### src/rtl/memshare_vn_iblut_mc.sv
// memshare_vn_iblut_mc: ping-pong LUT shared by CH_NUM mapping channels, reloaded page-wise from a stream
module memshare_vn_iblut_mc #(
  parameter int ADDR_WIDTH    = 6,
  parameter int VN_LOAD_CYCLE = 64,
  parameter int MSG_WIDTH     = 4,
  parameter int CH_NUM        = 4
) (
  input  logic                           sys_clk,
  input  logic                           rstn,
  input  logic [CH_NUM-1:0]              map_en_i,
  input  logic [CH_NUM*ADDR_WIDTH-1:0]   map_addr_i,
  output logic [CH_NUM*MSG_WIDTH-1:0]    msgOut_o,
  output logic [CH_NUM-1:0]              msgOut_vld_o,
  input  logic                           remap_start_i,
  input  logic [MSG_WIDTH-1:0]           remap_dataIn_i,
  input  logic                           remap_vld_i,
  output logic                           remap_rdy_o,
  output logic                           remap_busy_o,
  output logic                           remap_done_o,
  output logic                           active_page_o
);
  typedef enum logic [1:0] {IDLE, LOAD, SWAP} state_t;
  localparam logic [ADDR_WIDTH-1:0] LAST = ADDR_WIDTH'(VN_LOAD_CYCLE - 1);
  localparam logic [ADDR_WIDTH:0]   DEPTH = (ADDR_WIDTH+1)'(VN_LOAD_CYCLE);
  state_t                state;
  logic [1:0]            rs;
  logic                  rst_n;
  logic [ADDR_WIDTH-1:0] wcnt;
  logic                  wr;
  logic [MSG_WIDTH-1:0]  pg0 [VN_LOAD_CYCLE];
  logic [MSG_WIDTH-1:0]  pg1 [VN_LOAD_CYCLE];
  // reset asserts immediately, releases two edges after rstn rises
  always_ff @(posedge sys_clk or negedge rstn)
    if (!rstn) rs <= 2'b00;
    else rs <= {rs[0], 1'b1};
  assign rst_n = rs[1];
  assign wr = remap_vld_i & remap_rdy_o;
  always_ff @(posedge sys_clk)
    if (wr) begin
      if (active_page_o) pg0[wcnt] <= remap_dataIn_i;
      else pg1[wcnt] <= remap_dataIn_i;
    end
  always_ff @(posedge sys_clk or negedge rst_n)
    if (!rst_n) begin
      state         <= IDLE;
      wcnt          <= '0;
      active_page_o <= 1'b0;
      remap_rdy_o   <= 1'b0;
      remap_busy_o  <= 1'b0;
      remap_done_o  <= 1'b0;
    end else begin
      remap_done_o <= 1'b0;
      case (state)
        IDLE: if (remap_start_i) begin
          state        <= LOAD;
          wcnt         <= '0;
          remap_rdy_o  <= 1'b1;
          remap_busy_o <= 1'b1;
        end
        LOAD: if (wr) begin
          if (wcnt == LAST) begin
            state       <= SWAP;
            remap_rdy_o <= 1'b0;
          end else wcnt <= wcnt + 1'b1;
        end
        SWAP: begin
          state         <= IDLE;
          active_page_o <= ~active_page_o;
          remap_done_o  <= 1'b1;
          remap_busy_o  <= 1'b0;
        end
        default: state <= IDLE;
      endcase
    end
  for (genvar k = 0; k < CH_NUM; k++) begin : g_ch
    logic [ADDR_WIDTH-1:0] a;
    logic [MSG_WIDTH-1:0]  msg_q;
    logic                  vld_q;
    logic                  in_rng;
    assign a      = map_addr_i[k*ADDR_WIDTH +: ADDR_WIDTH];
    assign in_rng = {1'b0, a} < DEPTH;
    always_ff @(posedge sys_clk or negedge rst_n)
      if (!rst_n) begin
        msg_q <= '0;
        vld_q <= 1'b0;
      end else begin
        vld_q <= map_en_i[k];
        if (map_en_i[k]) msg_q <= !in_rng ? '0 : active_page_o ? pg1[a] : pg0[a];
      end
    assign msgOut_o[k*MSG_WIDTH +: MSG_WIDTH] = msg_q;
    assign msgOut_vld_o[k] = vld_q;
  end
endmodule

### config.mk
export PLATFORM = sky130hd
export DESIGN_NAME = memshare_vn_iblut_mc
export DESIGN_NICKNAME = d
export VERILOG_FILES = /design/src/rtl/memshare_vn_iblut_mc.sv
export SDC_FILE = /design/constraint.sdc
export NUM_CORES = 1
export LEC_CHECK = 0
export CELL_PAD_IN_SITES_DETAIL_PLACEMENT = 0
export CELL_PAD_IN_SITES_GLOBAL_PLACEMENT = 1
export CORE_ASPECT_RATIO = 2
export CORE_MARGIN = 3
export CORE_UTILIZATION = 58
export CTS_CLUSTER_DIAMETER = 80
export DETAILED_ROUTE_END_ITERATION = 8
export PLACE_DENSITY = 0.86
export RECOVER_POWER = 25
export SLEW_MARGIN = 20
export SYNTH_ARGS = -nofsm -noshare
export SYNTH_HDL_FRONTEND = slang
export SYNTH_SLANG_ARGS = --single-unit
export TNS_END_PERCENT = 1
### constraint.sdc
create_clock -name sys_clk -period 1.85 [get_ports sys_clk]
set_clock_uncertainty 0.15 [all_clocks]
set_input_delay 0.4625 -clock sys_clk [delete_from_list [all_inputs] [get_ports sys_clk]]
set_output_delay 0.4625 -clock sys_clk [all_outputs]
set_load 0.05 [all_outputs]
==> reports/qor.yml, run 1 <==
violations: "negative setup slack"
wl_per_cell_um: 37.9
rrSetupSlack_ns: -0.52
ios: 60
stdcell_area_um2: 46200
grt_overflow_total: 0
die_h_um: 355
combPwrFrac_pct: 24.6
preCtsSetupSlack_ns: -1.44
clockBufferDepth: 3
clkTransAtPathRegs_ns: 0.07
drive_gt1_share_pct: 45.9
synth_seq_area_share_pct: 45.8
io_buffers: 59
drv_slew: 0
synthCells: 2569
seq_power_share_pct: 44.5
core-area_um2: 60200
insertion_delay_ns: 0.59
path_cells: "mux2i_1 -> a22oi_1 -> a21oi_1 -> nor4_2 -> o221ai_2 -> buf_4 -> a21oi_1"
dr.pass1.iters: 6
synth_edf_count: 512
met2_usage_pct: 78.3
period_needed_ns: 2.37
synth_warnings: 0
start_util_pct: 58.8
ys_ff_latch: 546
numCtsBuffers: 47
maxCapViolations: 0
outcome: "complete, but fails checks"
grt_pass1_vias: 31200
slowest_stage: "mux2i_1"
place_congestion: 1.14
route.detailed.drc: 0
use_met1_pct: 47.6
routed_via_density: 7.45
vdd_ir_drop_max_v: 0.00111
ys_types: 61
cp.arrival_ns: 2.72
p_clk_share_pct: 30.9
path_max_fanout: 4
syn_nets: 2606
rsz0062_at_grt: "true"
min_period_over_period_pct: 128
crit_path_frequent_cell: "a21oi_1"
worstPathRequired_ns: 2.19
max_freq_mhz: 421
p_sw_mw: 9.35
use_met3_pct: 10.7
r2r_cells: 7
ant_nets: 0
antenna_found_initial: 5
dp_hpwl_um: 115000
wirelength_um: 156000
syn_to_final_growth_pct: 30.5
syn_area_per_cell_um2: 13.8
power_density_nw_per_um2: 674
dieArea_um2: 64200
syn_area_um2: 35400
htreeDepth: 2
final_common_cell: "buf_4"
top_usage_layer: "met2"
crit_type: "register to register"
slew_headroom_pct: 17.7
final_nets: 3329
grt_util_all_layers_pct: 47.7
rows: 127
p_leak_nw: 17.2
async_reset_ff_share_pct: 6.23
worst_path_largest_cell_delay_ns: 0.76
synth-main-ff-cell: "edfxtp_1"
grt_max_degree: 89
root_buffer: "clkbuf_16"
final-hold-violation-count: 0
dieWidth_um: 181
vias: 30600
cts_tree: "yes"
drt-initial-drc-count: 4027
start_kind: "register"
setup_ws_ns: -0.523
worst_slew_pin_slew_ns: 1.23
grt_pass1_wl_um: 219000
place_area_um2: 43000
most-common-layout-cells: "buf_4 (678), edfxtp_1 (512), mux2i_1 (443), mux4_2 (296), a22oi_1 (170)"
swShare_pct: 30.0
cts_sinks: 546
critPathCaptureType: "register"
intPower_mw: 21.8
hold_class: "register to asynchronous set/reset pin"
setup_viol: 451
synthesized netlist by cell type (21+ instances only):
library cell | count | area [um2]
nand4_1 | 25 | 156
edfxtp_1 | 512 | 15400
mux4_2 | 289 | 6510
nand2_1 | 85 | 319
a22oi_1 | 178 | 1340
o221ai_1 | 29 | 254
mux2_2 | 31 | 349
nor2b_1 | 65 | 407
mux2i_1 | 451 | 4510
nor2_1 | 170 | 638
dfrtp_1 | 34 | 851
clkbuf_1 | 84 | 315
buf_6 | 28 | 315
buf_4 | 38 | 285
a22o_1 | 23 | 201
o21ai_0 | 28 | 140
a21oi_1 | 96 | 480
buf_2 | 52 | 260
o22ai_1 | 21 | 131
nor3_1 | 32 | 160
nand2b_1 | 30 | 188
a211oi_1 | 36 | 270
nand3_1 | 28 | 140
per-layer routing:
metal | vias to the layer above | routed length (um)
li1 | 12000 | -
met1 | 15000 | 43900
met2 | 2574 | 74000
met3 | 1044 | 15000
met4 | 0 | 22700
met5 | - | 0
logic make-up after synthesis:
group | Yosys count | share of synthesized area [%]
adder cells (fa/ha/maj) | 1 | 0.0353
AND/OR/NAND/NOR | 507 | 7.09
XOR/XNOR | 2 | 0.0495
multiplexers | 778 | 32.6
other | 1 | 0.0106
flip-flops | 546 | 45.8
AO/OA/AOI/OAI | 484 | 9.69
buffers and inverters | 250 | 4.65
critical path: cells and delay by family (launching register included):
family	cells	cell delay [ns]
simple gates	1	0.09
compound gates	4	0.67
flops	1	0.46
buf+inv	1	0.15
mux	1	0.76
cell type report:
class	count	area (um2)
Antenna cell	3	7.51
Inverter	13	48.8
Sequential cell	546	16200
Clock inverter	31	225
Multi-Input combinational cell	1773	18900
Tap cell	774	968
Clock buffer	55	1210
Timing Repair Buffer	911	8610
Fill cell	3672	14000
per-stage QoR:
step / setup TNS (ns) / hold slack [ns] / power (mW) / utilization (%) / std cells
after floorplan: -146.77 / 0.0169 / 17.4 / - / 2569
after global placement: -318.92 / 0.0952 / 20.8 / 71.4 / 4004
after detailed placement: -321.93 / 0.0979 / 20.9 / 71.5 / 4004
after CTS: -62.34 / 0.00703 / 30.6 / 75.7 / 4094
after global routing: -89.83 / 0.194 / 31.7 / 76.7 / 4103
final: -75.44 / 0.168 / 31.2 / 76.7 / 4106
path summary, 6_finish.rpt:
path                            start               end
setup / recovery           pg0[51][3]  g_ch[0].msg_q[3]
hold / removal                  rs[1]  g_ch[1].msg_q[2]
setup reg to reg           pg0[51][3]  g_ch[0].msg_q[3]
hold reg to reg                 rs[1]  g_ch[1].msg_q[2]
max in group asynchronous       rs[1]           wcnt[0]
min in group sys_clk            rs[0]             rs[1]
flip-flops by register name, summed over array words and instances (netlist names):
signal / count
wcnt: 6
remap_rdy_o: 1
g_ch.vld_q: 4
g_ch.msg_q: 16
pg0: 256
active_page_o: 1
pg1: 256
remap_done_o: 1
rs: 2
remap_busy_o: 1
state: 2
power by group through the flow:
stage	registers, mW	clock network [mW]	logic [mW]
2_1_floorplan	14.2	0	3.13
3_3_place_gp	14.1	0	6.67
3_5_place_dp	14.1	0	6.76
4_1_cts	13.8	9.59	7.15
5_1_grt	13.9	10.0	7.83
6_report	13.9	9.61	7.68
repair_timing:
action                                 in CTS  in global routing
resized for setup                         247                151
hold buffers                                1                  0
pin swaps                                  30                 40
gates cloned                                2                  1
buffers inserted                            3                  9
endpoints found under the hold margin       2                  0
setup endpoints to repair                 486                513
Note: power is estimated with default switching activity, not from simulation.
==> run 2, diff against run 1 <==
--- a/config.mk
+++ b/config.mk
@@ -5,6 +5,7 @@
 export SDC_FILE = /design/constraint.sdc
 export NUM_CORES = 1
 export LEC_CHECK = 0
+export CAP_MARGIN = 0
 export CELL_PAD_IN_SITES_DETAIL_PLACEMENT = 0
 export CELL_PAD_IN_SITES_GLOBAL_PLACEMENT = 1
 export CORE_ASPECT_RATIO = 2
==> results of run 2 <==
The final DEF is identical to that of run 1; final timing and power are the same.
